**src/rtl/vga_pkg.sv**
```systemverilog
// Shared font ROM constants and the round-robin pointer helper
// used by font_rom_arbiter.
package vga_pkg;

  localparam int FONT_ADDR_W  = 11;
  localparam int FONT_DATA_W  = 8;
  localparam int FONT_ROM_LAT = 1;

  // Next requester index with an explicit wrap from n-1 back to 0.
  function automatic int wrap_next(input int idx, input int n);
    return (idx >= n - 1) ? 0 : idx + 1;
  endfunction

endpackage

```
**src/rtl/font_rom_arbiter_rr_pick.sv**
```systemverilog
// rr_pick: combinational round-robin winner search. Scans upward from ptr,
// wrapping at N_REQ-1, and returns a one-hot grant plus the winner index.
module rr_pick #(
  parameter int N_REQ = 4,
  parameter int PTR_W = $clog2(N_REQ)
) (
  input  logic [N_REQ-1:0] req,
  input  logic [PTR_W-1:0] ptr,
  output logic [N_REQ-1:0] gnt,
  output logic [PTR_W-1:0] win_idx
);

  logic [PTR_W:0]   sum_s;
  logic [PTR_W-1:0] idx_s;
  logic             hit_s;
  logic             found_s;

  // First requesting slot at or after ptr; the sum carries one spare bit so the wrap never overflows.
  always_comb begin
    gnt     = '0;
    win_idx = '0;
    found_s = 1'b0;
    sum_s   = '0;
    idx_s   = '0;
    hit_s   = 1'b0;
    for (int k = 0; k < N_REQ; k++) begin
      sum_s        = {1'b0, ptr} + (PTR_W + 1)'(k);
      sum_s        = (sum_s >= (PTR_W + 1)'(N_REQ)) ? sum_s - (PTR_W + 1)'(N_REQ) : sum_s;
      idx_s        = sum_s[PTR_W-1:0];
      hit_s        = !found_s && req[idx_s];
      gnt[idx_s]   = gnt[idx_s] | hit_s;
      win_idx      = hit_s ? idx_s : win_idx;
      found_s      = found_s | hit_s;
    end
  end

endmodule

```
**src/rtl/font_rom_arbiter.sv**
```systemverilog
// font_rom_arbiter: shares one external font ROM among N_REQ text requesters,
// fully pipelined with a one-hot owner tag per read. Macro FONT_ARB_PRIO0_EN
// gives requester 0 fixed priority over the round-robin.
module font_rom_arbiter
  import vga_pkg::*;
#(
  parameter int N_REQ   = 4,
  parameter int ROM_LAT = FONT_ROM_LAT
) (
  input  logic                               clk,
  input  logic                               rst,
  input  logic [N_REQ-1:0]                   req,
  input  logic [N_REQ-1:0][FONT_ADDR_W-1:0]  addr,
  output logic [N_REQ-1:0]                   gnt,
  output logic [FONT_ADDR_W-1:0]             rom_addr,
  input  logic [FONT_DATA_W-1:0]             rom_data,
  output logic [FONT_DATA_W-1:0]             rdata,
  output logic [N_REQ-1:0]                   rvalid,
  output logic                               busy
);

  localparam int PTR_W = $clog2(N_REQ);

  logic [PTR_W-1:0]       ptr_r;
  logic [PTR_W-1:0]       rr_idx_s;
  logic [PTR_W-1:0]       pick_idx_s;
  logic [N_REQ-1:0]       rr_gnt_s;
  logic [N_REQ-1:0]       pick_gnt_s;
  logic [N_REQ-1:0]       gnt_s;
  logic                   prio_win_s;
  logic                   xfer_s;
  logic [N_REQ-1:0]       tag_r [ROM_LAT];
  logic [N_REQ-1:0]       rvalid_r;
  logic [FONT_ADDR_W-1:0] rom_addr_r;
  logic [FONT_DATA_W-1:0] rdata_r;
  logic                   busy_s;

  rr_pick #(
    .N_REQ (N_REQ),
    .PTR_W (PTR_W)
  ) u_rr_pick (
    .req     (req),
    .ptr     (ptr_r),
    .gnt     (rr_gnt_s),
    .win_idx (rr_idx_s)
  );

  // Winner selection: round-robin, optionally overridden by requester 0.
  always_comb begin
    pick_gnt_s = rr_gnt_s;
    pick_idx_s = rr_idx_s;
    prio_win_s = 1'b0;
`ifdef FONT_ARB_PRIO0_EN
    if (req[0]) begin
      pick_gnt_s = {{(N_REQ - 1){1'b0}}, 1'b1};
      pick_idx_s = '0;
      prio_win_s = 1'b1;
    end else begin
      pick_gnt_s = rr_gnt_s;
      pick_idx_s = rr_idx_s;
      prio_win_s = 1'b0;
    end
`endif
  end

  // Grants are only ever raised for requesting slots, so any grant bit is a transfer.
  assign gnt_s  = rst ? '0 : (pick_gnt_s & req);
  assign xfer_s = |gnt_s;

  // Pointer and ROM address update on each transfer.
  always_ff @(posedge clk) begin
    if (rst) begin
      ptr_r      <= '0;
      rom_addr_r <= '0;
    end else if (xfer_s) begin
      rom_addr_r <= addr[pick_idx_s];
      ptr_r      <= prio_win_s ? ptr_r : PTR_W'(wrap_next(int'(pick_idx_s), N_REQ));
    end
  end

  // Owner tags travel alongside the ROM latency; rdata is captured as the tag exits.
  always_ff @(posedge clk) begin
    if (rst) begin
      for (int i = 0; i < ROM_LAT; i++) begin
        tag_r[i] <= '0;
      end
      rvalid_r <= '0;
      rdata_r  <= '0;
    end else begin
      tag_r[0] <= gnt_s;
      for (int i = 1; i < ROM_LAT; i++) begin
        tag_r[i] <= tag_r[i-1];
      end
      rvalid_r <= tag_r[ROM_LAT-1];
      if (|tag_r[ROM_LAT-1]) begin
        rdata_r <= rom_data;
      end
    end
  end

  // Busy while any tag stage or the return stage holds an owner.
  always_comb begin
    busy_s = |rvalid_r;
    for (int i = 0; i < ROM_LAT; i++) begin
      busy_s = busy_s | (|tag_r[i]);
    end
  end

  assign gnt      = gnt_s;
  assign rom_addr = rom_addr_r;
  assign rdata    = rdata_r;
  assign rvalid   = rvalid_r;
  assign busy     = busy_s;

endmodule
```
**config.mk**
```make
export PLATFORM = sky130hd
export DESIGN_NAME = font_rom_arbiter
export DESIGN_NICKNAME = d
export VERILOG_FILES = /design/src/rtl/vga_pkg.sv /design/src/rtl/font_rom_arbiter_rr_pick.sv /design/src/rtl/font_rom_arbiter.sv
export SDC_FILE = /design/constraint.sdc
export NUM_CORES = 1
export LEC_CHECK = 0
export ABC_AREA = 1
export BUFFER_PORTS_ARGS = -buffer_cell sky130_fd_sc_hd__buf_2
export CAP_MARGIN = 20
export CORE_MARGIN = 2
export CORE_UTILIZATION = 47
export CTS_CLUSTER_DIAMETER = 100
export DETAILED_ROUTE_END_ITERATION = 6
export GPL_TIMING_DRIVEN = 0
export PLACE_DENSITY_LB_ADDON = 0.2
export SYNTH_ARGS = -nofsm -noshare
export SYNTH_HDL_FRONTEND = slang
export SYNTH_SLANG_ARGS = --single-unit
```
**constraint.sdc**
```tcl
create_clock -name clk -period 4.1 [get_ports clk]
set_input_delay 0.82 -clock clk [delete_from_list [all_inputs] [get_ports clk]]
set_output_delay 0.82 -clock clk [all_outputs]
set_load 0.05 [all_outputs]
```
==> metrics.log, run 1 <==
[metrics] hold path startpoint: tag_r[0][2]$_SDFF_PP0_
[metrics] std cell rows: 23
[metrics] clock share of power: 8.3%
[metrics] Largest stage delay, worst path: 0.39 ns
[metrics] Slowest cell on crit path: sky130_fd_sc_hd__dfxtp_2
[metrics] Crit Reg-Reg Endpoint: rom_addr[5]$_SDFFE_PP0P_
[metrics] dominant delay contributor by cell family on the critical path: simple AND/OR/NAND/NOR gates
[metrics] cell repeated most along the worst path: sky130_fd_sc_hd__nand3_1
[metrics] critical setup path kind: reg2out
[metrics] switching component of the power: 1560 uW
[metrics] biggest area contributors in the synthesized netlist: sky130_fd_sc_hd__dfxtp_1 30%, sky130_fd_sc_hd__nor2_1 16%, sky130_fd_sc_hd__nand2_1 11%
[metrics] start of the worst register-to-register path: ptr_r[0]$_SDFFE_PP0P_
[metrics] TritonCTS clock tree: done
[metrics] worst hold path class: reg2reg
[metrics] post-synthesis instance area: 1940 um^2
[metrics] Switching Share: 57.6%
[metrics] largest fanout on the critical path: 11
[metrics] synthesized-area fraction occupied by ao, oa, aoi and oai cells: 14.4%
[metrics] kind of start point of the critical path: flop
[metrics] summed negative setup slack over all endpoints: 0 ns
[metrics] status: finished clean
[metrics] Net Count, Synth: 380
[metrics] xor and xnor area share after synthesis: 0.452%
[metrics] series of cell instances along the critical path: inv_1 -> clkbuf_4 -> ha_2 -> nand2_1 -> o21ai_2 -> or2_1 -> buf_4 -> nand3_1 -> nand3_1 -> nand3_1 -> nand2_2 -> nand3_1 -> nand3_1 -> nand3_1 -> nand2_2 -> nand3_1 -> nand2_1 -> inv_1 -> clkbuf_4
[metrics] number of nets in the layout: 472
[metrics] Max Fclk: 258 MHz
[metrics] DR vias: 2,306
[metrics] proportion of layout cells with a drive suffix above 1: 27.5%
[metrics] insertion delay of the later-clocked pin in the worst-skew pair: 0.28 ns
[metrics] buffer levels on the longest clock path: 2
[metrics] Slew headroom: 62.4%
[metrics] post-synthesis share of cell area spent on full adders, half adders and majority gates: 2.59%
[metrics] timing startpoint of the critical path: ptr_r[0]$_SDFFE_PP0P_
[metrics] Final Critical Period: 3.87 ns
[metrics] area of the die: 4650 um^2
[metrics] area of the multi-input gates: 1130 um^2
[metrics] number of endpoints failing setup at the final stage: 0
[metrics] Root Buffer Master: sky130_fd_sc_hd__clkbuf_8
[metrics] combinational family with the most area after synthesis: simple AND/OR/NAND/NOR gates
[metrics] die outline width: 68.2 um
[metrics] count of final max-slew check failures: 0
[metrics] wire length of the first global-routing pass: 8440 um
[metrics] total of flip-flops plus latches after synthesis: 29
[metrics] critical path buffer and inverter count: 5
[metrics] internal reg-to-reg setup slack: 0.93 ns
[metrics] biggest area consumer among synthesized cells: sky130_fd_sc_hd__dfxtp_1
[metrics] number of H-tree levels: 2
[metrics] I/O Buffers: 84
[metrics] sinks on the clock net: 29
[metrics] Ant. Diodes: 0
[metrics] Via density: 5.00
[metrics] crit path capture type: primary output
[metrics] initial drt markers: 174
[metrics] first-pass iteration count of the detailed router: 5
[metrics] GRT Total Usage: 23.8%
[metrics] starting density of the core: 48.7%
[metrics] VDD IR-drop max: 0.765 mV
[metrics] area occupied by registers: 583 um^2
[metrics] final routed wire length divided by cell count: 11.5 um
[metrics] Layout Skew: 0.00500 ns
[metrics] post-synthesis instance total: 318
[metrics] simple logic cell fraction of the synthesized area: 41.1%
[metrics] multiplexer fraction of the synthesized cell area: 0%
[metrics] P_int: 1150 uW
[metrics] number of ports placed on the die boundary: 86
[metrics] RePlAce Congestion: 0.925
[metrics] number of unique standard cell types used by synthesis: 29
[metrics] # Post-CTS Setup Buffers: 0
[metrics] number of cells on the worst reg-to-reg path: 23
[metrics] required time worst endpoint: 3.28 ns
[metrics] DRT Wirelength: 5320 um
[metrics] Core Box Area: 3970 um^2
[metrics] post-route antenna net violation count: 0
[metrics] Hold Vio Cnt, Final: 0
[metrics] worst hold path depth: 2
[metrics] Worst Hold End: rvalid[2]$_SDFF_PP0_
[metrics] Synth-to-Final Area Change: 30.4%
[metrics] post-detailed-placement half-perimeter wirelength: 4060 um
[metrics] core utilization of the finished layout: 63.5%
[metrics] mean post-synth cell area: 6.09 um^2
[metrics] sequential area share after synthesis: 30.0%
[metrics] initial antenna violation count: 0
[metrics] share of the cycle needed by the critical path after routing: 94.4%
[metrics] count of synthesis-stage warnings from yosys: 0
[metrics] # DRC: 0
[metrics] MaxCap Viol Count: 0
[metrics] area share of the largest cell type after synthesis: 30.0%
[metrics] sum of overflow across all layers after global routing: 0
[metrics] Reg power frac: 17.0%
[metrics] actual slew at the worst max-slew pin: 0.559 ns
[metrics] arrival time of the worst setup path: 3.05 ns
[metrics] leak pwr: 0.00135 uW
[metrics] pwr/cell area: 1070 nW/um^2
[metrics] Clk pin slew, worst setup/hold paths: 0.06 ns
[metrics] combinational cell fraction of total power: 74.7%
[metrics] height of the chip: 68.2 um
[metrics] CTS buffer count: 5
[metrics] Filler cells: 385
[metrics] largest net degree at the start of global routing: 12
[metrics] vias in the first global route: 1,963
-- cell families after synthesis --
kind of cell,after synthesis
AOI/OAI and AO/OA,45
xor gates and xnor gates,1
adders and majority gates,4
buffers and inverters,52
DFF,29
and+or+nand+nor,187
-- repair_timing --
| item | 4_1_cts | 5_1_grt |
|---|---|---|
| hold buffers | 0 | 0 |
| setup endpoints to repair | 0 | 4 |
| gates resized for setup | 0 | 8 |
-- power by group through the flow --
stage          registers (uW)  logic (uW)  clock network [uW]
2_1_floorplan             758        1260                   0
3_3_place_gp              458        1960                   0
3_5_place_dp              461        1990                   0
4_1_cts                   455        2000                 229
5_1_grt                   474        2240                 248
6_report                  458        2020                 225
-- cell type report --
| class | instances | share of cell area, % |
|---|---|---|
| tap | 50 | 2.48 |
| clock inverter | 2 | 0.397 |
| sequential | 29 | 23.1 |
| multi-input combinational | 237 | 45.0 |
| buffer | 14 | 3.27 |
| clock buffer | 6 | 2.88 |
| inverter | 38 | 5.65 |
| timing repair buffer | 85 | 17.3 |
-- synth_stat cells (all sizes together) --
| cell type | instances |
|---|---|
| ha | 4 |
| nor4 | 2 |
| nor3 | 4 |
| nand4 | 1 |
| o32ai | 9 |
| nor2 | 82 |
| inv | 37 |
| nand2 | 62 |
| o211ai | 1 |
| o21a | 1 |
| clkinv | 1 |
| buf | 5 |
| o21ai | 27 |
| clkbuf | 9 |
| or2 | 1 |
| a21oi | 5 |
| xor2 | 1 |
| dfxtp | 29 |
| nand3 | 35 |
| o32a | 2 |
-- layer usage --
metal | vias to the layer above | track usage [%] | part of all wire, %
li1 | 1211 | - | -
met1 | 986 | 30.5 | 45
met2 | 105 | 38.7 | 46
met3 | 4 | 8.06 | 8.3
met4 | 0 | 4.75 | 0.55
met5 | - | 0 | 0
-- registers in the layout, indices dropped and copies added (netlist names) --
signal and flops:
tag_r 4, ptr_r 2, rvalid 4, rom_addr 11, rdata 8
-- stage by stage --
| stage | total power [uW] | cells | area (um^2) | setup WS, ns | hold WS [ns] |
|---|---|---|---|---|---|
| 2_1_floorplan | 2020 | 318 | 1940 | 0.628 | 0.403 |
| 3_3_place_gp | 2420 | 452 | 2420 | 0.309 | 0.409 |
| 3_5_place_dp | 2450 | 453 | 2420 | 0.315 | 0.411 |
| 4_1_cts | 2680 | 461 | 2510 | 0.0481 | 0.419 |
| 5_1_grt | 2960 | 461 | 2520 | -0.0149 | 0.458 |
| 6_report | 2700 | 461 | 2520 | 0.228 | 0.418 |
-- worst max-delay path by stage --
stage | slack (ns) | to | cells after the start
after global routing | -0.01 | gnt[1] | 19
final | 0.23 | gnt[2] | 19
after global placement | 0.31 | gnt[0] | 19
after detailed placement | 0.31 | gnt[0] | 19
after CTS | 0.05 | gnt[0] | 19
after floorplan | 0.63 | gnt[0] | 18
-- worst reg2reg max path, stage by stage (launching register included) --
cell and delay (ns):
sky130_fd_sc_hd__dfxtp_2 0.39, sky130_fd_sc_hd__inv_1 0.09, sky130_fd_sc_hd__clkbuf_4 0.20, sky130_fd_sc_hd__ha_2 0.43, sky130_fd_sc_hd__nand2_1 0.09, sky130_fd_sc_hd__o21ai_2 0.08
sky130_fd_sc_hd__or2_1 0.12, sky130_fd_sc_hd__buf_4 0.15, sky130_fd_sc_hd__nand3_1 0.10, sky130_fd_sc_hd__nand3_1 0.09, sky130_fd_sc_hd__nand3_1 0.09, sky130_fd_sc_hd__nand2_2 0.10
sky130_fd_sc_hd__nand3_1 0.09, sky130_fd_sc_hd__nand3_1 0.09, sky130_fd_sc_hd__nand3_1 0.09, sky130_fd_sc_hd__nand2_2 0.10, sky130_fd_sc_hd__nand3_1 0.07, sky130_fd_sc_hd__nand2_1 0.13
sky130_fd_sc_hd__nand2_2 0.12, sky130_fd_sc_hd__nor2_4 0.14, sky130_fd_sc_hd__buf_6 0.16, sky130_fd_sc_hd__nand2_1 0.05, sky130_fd_sc_hd__nand2_1 0.05, sky130_fd_sc_hd__nor2_1 0.05
-- cells in the final DEF, fill, tap and decap left out, types with 3 or more instances in the layout --
cell type	count
sky130_fd_sc_hd__nand2_1	55
sky130_fd_sc_hd__buf_2	81
sky130_fd_sc_hd__nand3_1	34
sky130_fd_sc_hd__o21ai_0	19
sky130_fd_sc_hd__o32ai_1	9
sky130_fd_sc_hd__clkbuf_4	5
sky130_fd_sc_hd__nor3_1	4
sky130_fd_sc_hd__o21ai_1	7
sky130_fd_sc_hd__clkbuf_1	10
sky130_fd_sc_hd__clkbuf_8	5
sky130_fd_sc_hd__inv_1	34
sky130_fd_sc_hd__ha_1	3
sky130_fd_sc_hd__nand2_2	6
sky130_fd_sc_hd__inv_2	3
sky130_fd_sc_hd__nor2_1	81
sky130_fd_sc_hd__buf_6	3
sky130_fd_sc_hd__dfxtp_1	27
sky130_fd_sc_hd__a21oi_1	5
Note: power is estimated with default switching activity, not from simulation.
==> run 2, diff against run 1 <==
CORE_UTILIZATION = 49   (was 47)
SYNTH_HIERARCHICAL = 1   (was unset)
==> metrics.log, run 2 <==
[metrics] summed negative setup slack over all endpoints: 0 ns
[metrics] post-detailed-placement half-perimeter wirelength: 4310 um
[metrics] synthesized-area fraction occupied by ao, oa, aoi and oai cells: 10.5%
[metrics] actual slew at the worst max-slew pin: 0.685 ns
[metrics] insertion delay of the later-clocked pin in the worst-skew pair: 0.27 ns
[metrics] first-pass iteration count of the detailed router: 4
[metrics] final routed wire length divided by cell count: 11.2 um
[metrics] max reg flops: 11
[metrics] sequential area share after synthesis: 27.7%
[metrics] count of final max-slew check failures: 0
[metrics] I/O Buffers: 84
[metrics] commonest cells in the netlist: 91 x sky130_fd_sc_hd__nand2_1, 61 x sky130_fd_sc_hd__nor2_1, 47 x sky130_fd_sc_hd__inv_1
[metrics] MaxCap Viol Count: 0
[metrics] required time worst endpoint: 3.28 ns
[metrics] Worst Hold End: rvalid[2]$_SDFF_PP0_
[metrics] Synth Flop Type: sky130_fd_sc_hd__dfxtp_1
[metrics] share of the cycle needed by the critical path after routing: 94.2%
[metrics] worst hold path depth: 2
[metrics] hold path startpoint: tag_r[0][2]$_SDFF_PP0_
[metrics] Final Critical Period: 3.86 ns
[metrics] CTS buffer count: 5
[metrics] Via density: 4.89
[metrics] most frequent standard cell in the layout excluding fill and tap cells: sky130_fd_sc_hd__nand2_1
[metrics] area of the die: 4820 um^2
[metrics] area of the multi-input gates: 1260 um^2
[metrics] Synth-to-Final Area Change: 31.9%
[metrics] DR vias: 2,448
[metrics] Clk pin slew, worst setup/hold paths: 0.06 ns
[metrics] area share of the largest cell type after synthesis: 27.7%
[metrics] most frequent cell after synthesis: sky130_fd_sc_hd__nand2_1
[metrics] count of synthesis-stage warnings from yosys: 6
[metrics] total of flip-flops plus latches after synthesis: 29
[metrics] VDD IR-drop max: 0.465 mV
[metrics] number of ports placed on the die boundary: 86
[metrics] std cell rows: 23
[metrics] post-route antenna net violation count: 0
[metrics] die outline width: 69.4 um
[metrics] switching component of the power: 1480 uW
[metrics] RePlAce Congestion: 0.892
[metrics] start of the worst register-to-register path: ptr_r[1]$_SDFFE_PP0P_
[metrics] Layout Skew: 0.00200 ns
[metrics] Net Count, Synth: 420
[metrics] mean post-synth cell area: 5.87 um^2
[metrics] Switching Share: 56.1%
[metrics] Root Buffer Master: sky130_fd_sc_hd__clkbuf_8
[metrics] Max Fclk: 259 MHz
[metrics] number of cells on the worst reg-to-reg path: 22
[metrics] met1 wire length: 2450 um
[metrics] combinational family with the most area after synthesis: simple AND/OR/NAND/NOR gates
[metrics] crit path capture type: primary output
[metrics] Core Box Area: 4060 um^2
[metrics] proportion of layout cells with a drive suffix above 1: 30.2%
[metrics] highest metal layer used by the detailed router: met4
[metrics] biggest area consumer among synthesized cells: sky130_fd_sc_hd__dfxtp_1
[metrics] leak pwr: 0.00155 uW
[metrics] buffer levels on the longest clock path: 2
[metrics] Crit Reg-Reg Endpoint: rom_addr[9]$_SDFFE_PP0P_
[metrics] multiplexer fraction of the synthesized cell area: 0%
[metrics] number of endpoints failing setup at the final stage: 0
[metrics] Hold Vio Cnt, Final: 0
[metrics] combinational cell fraction of total power: 74.7%
[metrics] routed wl met3: 331 um
[metrics] sinks on the clock net: 29
[metrics] number of unique standard cell types used by synthesis: 28
[metrics] worst hold path class: reg2reg
[metrics] area occupied by registers: 583 um^2
[metrics] met2 wire len: 2730 um
[metrics] sum of overflow across all layers after global routing: 0
[metrics] Reg power frac: 16.6%
[metrics] DRT Wirelength: 5590 um
[metrics] wire length of the first global-routing pass: 9360 um
[metrics] final total power: 2630 uW
[metrics] post-synthesis instance area: 2100 um^2
[metrics] starting density of the core: 51.6%
[metrics] xor and xnor area share after synthesis: 0%
[metrics] kind of start point of the critical path: input pin
[metrics] pwr/cell area: 952 nW/um^2
[metrics] height of the chip: 69.4 um
[metrics] GRT Total Usage: 23.5%
[metrics] initial drt markers: 262
[metrics] initial antenna violation count: 0
[metrics] TritonCTS clock tree: done
[metrics] vias in the first global route: 2,147
[metrics] Slew headroom: 54.1%
[metrics] critical setup path kind: in2out
[metrics] biggest area contributors in the synthesized netlist: sky130_fd_sc_hd__dfxtp_1 28%, sky130_fd_sc_hd__nand2_1 16%, sky130_fd_sc_hd__nor2_1 11%
[metrics] arrival time of the worst setup path: 3.04 ns
[metrics] Filler cells: 393
[metrics] number of enable-type register cells in the synthesized netlist: 0
[metrics] internal reg-to-reg setup slack: 0.91 ns
[metrics] post-synthesis share of cell area spent on full adders, half adders and majority gates: 2.99%
[metrics] number of H-tree levels: 2
[metrics] status: finished clean
[metrics] simple logic cell fraction of the synthesized area: 44.5%
[metrics] most used cells in the layout excluding fill and tap cells: 90 x sky130_fd_sc_hd__nand2_1, 83 x sky130_fd_sc_hd__buf_2, 57 x sky130_fd_sc_hd__nor2_1
[metrics] P_int: 1150 uW
[metrics] clock share of power: 8.7%
[metrics] post-synthesis instance total: 357
[metrics] fraction of registers with async set or reset after synthesis: 0%
[metrics] largest net degree at the start of global routing: 12
[metrics] number of nets in the layout: 514
[metrics] largest fanout on the critical path: 10
[metrics] Ant. Diodes: 0
[metrics] # DRC: 0
run 2: cell types whose count changed in the layout (fill, tap and decap cells not counted), sizes merged, moves of 12 or more:
cell / previous run / this run
buf: 85 / 97
inv: 37 / 51
nand2: 62 / 97
nand3: 35 / 49
nor2: 82 / 64
run 2: how the worst max path moves through the flow:
| stage | from | to | cells after the start |
|---|---|---|---|
| 6_report | req[2] | gnt[2] | 23 |
| 5_1_grt | req[2] | gnt[2] | 23 |
| 4_1_cts | ptr_r[0]$_SDFFE_PP0P_ | gnt[3] | 19 |
| 3_5_place_dp | req[3] | gnt[1] | 23 |
| 3_3_place_gp | req[3] | gnt[3] | 23 |
| 2_1_floorplan | req[3] | gnt[2] | 21 |
run 2: critical path, cell delays in order:
cell                      delay (ns)
sky130_fd_sc_hd__buf_2          0.13
sky130_fd_sc_hd__inv_1          0.05
sky130_fd_sc_hd__nand2_1        0.10
sky130_fd_sc_hd__nand3_2        0.10
sky130_fd_sc_hd__nand2_2        0.10
sky130_fd_sc_hd__buf_6          0.14
sky130_fd_sc_hd__nand3_1        0.07
sky130_fd_sc_hd__nand3_1        0.10
sky130_fd_sc_hd__nand2_2        0.08
sky130_fd_sc_hd__nand3_1        0.09
sky130_fd_sc_hd__nand3_1        0.09
sky130_fd_sc_hd__nand3_2        0.09
sky130_fd_sc_hd__nand2_2        0.08
sky130_fd_sc_hd__nand3_1        0.10
sky130_fd_sc_hd__nand3_1        0.07
sky130_fd_sc_hd__nand2_1        0.08
sky130_fd_sc_hd__nand2_1        0.06
sky130_fd_sc_hd__nand3_2        0.09
sky130_fd_sc_hd__nand2_1        0.08
sky130_fd_sc_hd__nand2_2        0.08
sky130_fd_sc_hd__nand2_1        0.09
sky130_fd_sc_hd__nor2_2         0.17
sky130_fd_sc_hd__buf_6          0.18
run 2: through the flow:
step | cell area, um^2 | std cells | setup slack [ns] | hold WS [ns] | util (%)
global placement | 2580 | 491 | 0.172 | 0.420 | 63.6
floorplan | 2100 | 357 | 0.279 | 0.409 | -
CTS | 2690 | 499 | 0.0829 | 0.430 | 66.2
global route | 2760 | 501 | -0.0375 | 0.442 | 68.1
finish | 2760 | 501 | 0.238 | 0.428 | 68.1
detailed placement | 2580 | 491 | 0.120 | 0.422 | 63.6
run 2: power by group through the flow:
stage,Clock [uW],Combinational (uW),Sequential [uW]
5_1_grt,254,2190,450
4_1_cts,234,1910,436
3_5_place_dp,0,1880,439
2_1_floorplan,0,1230,695
3_3_place_gp,0,1860,435
6_report,229,1970,438
run 2: logic make-up after synthesis:
kind of cell    after synthesis
buf+inv                      67
simple gates                214
fa+ha+maj                     5
compound gates               42
flops                        29
run 2: metal layers:
metal | GRT usage, % | up-vias
met3 | 6.10 | 8
li1 | - | 1302
met5 | 0 | -
met2 | 42.1 | 92
met4 | 5.23 | 0
met1 | 28.1 | 1046
run 2: area by class of cell:
type / instances / area share (%)
well taps: 50 / 2.26
plain buffers: 14 / 3.53
repair buffers: 87 / 16.9
clock buffers: 7 / 3.12
flip-flops and latches: 29 / 21.1
multi-input cells: 261 / 45.6
inverters: 53 / 7.42
run 2: repair_timing:
item / in CTS / in global routing
resized for setup: 6 / 17
buffers inserted: 1 / 2
endpoints found under the setup margin: 4 / 4
pin swaps: 1 / 1
hold buffers: 0 / 0
hold endpoints to repair: 0 / 0
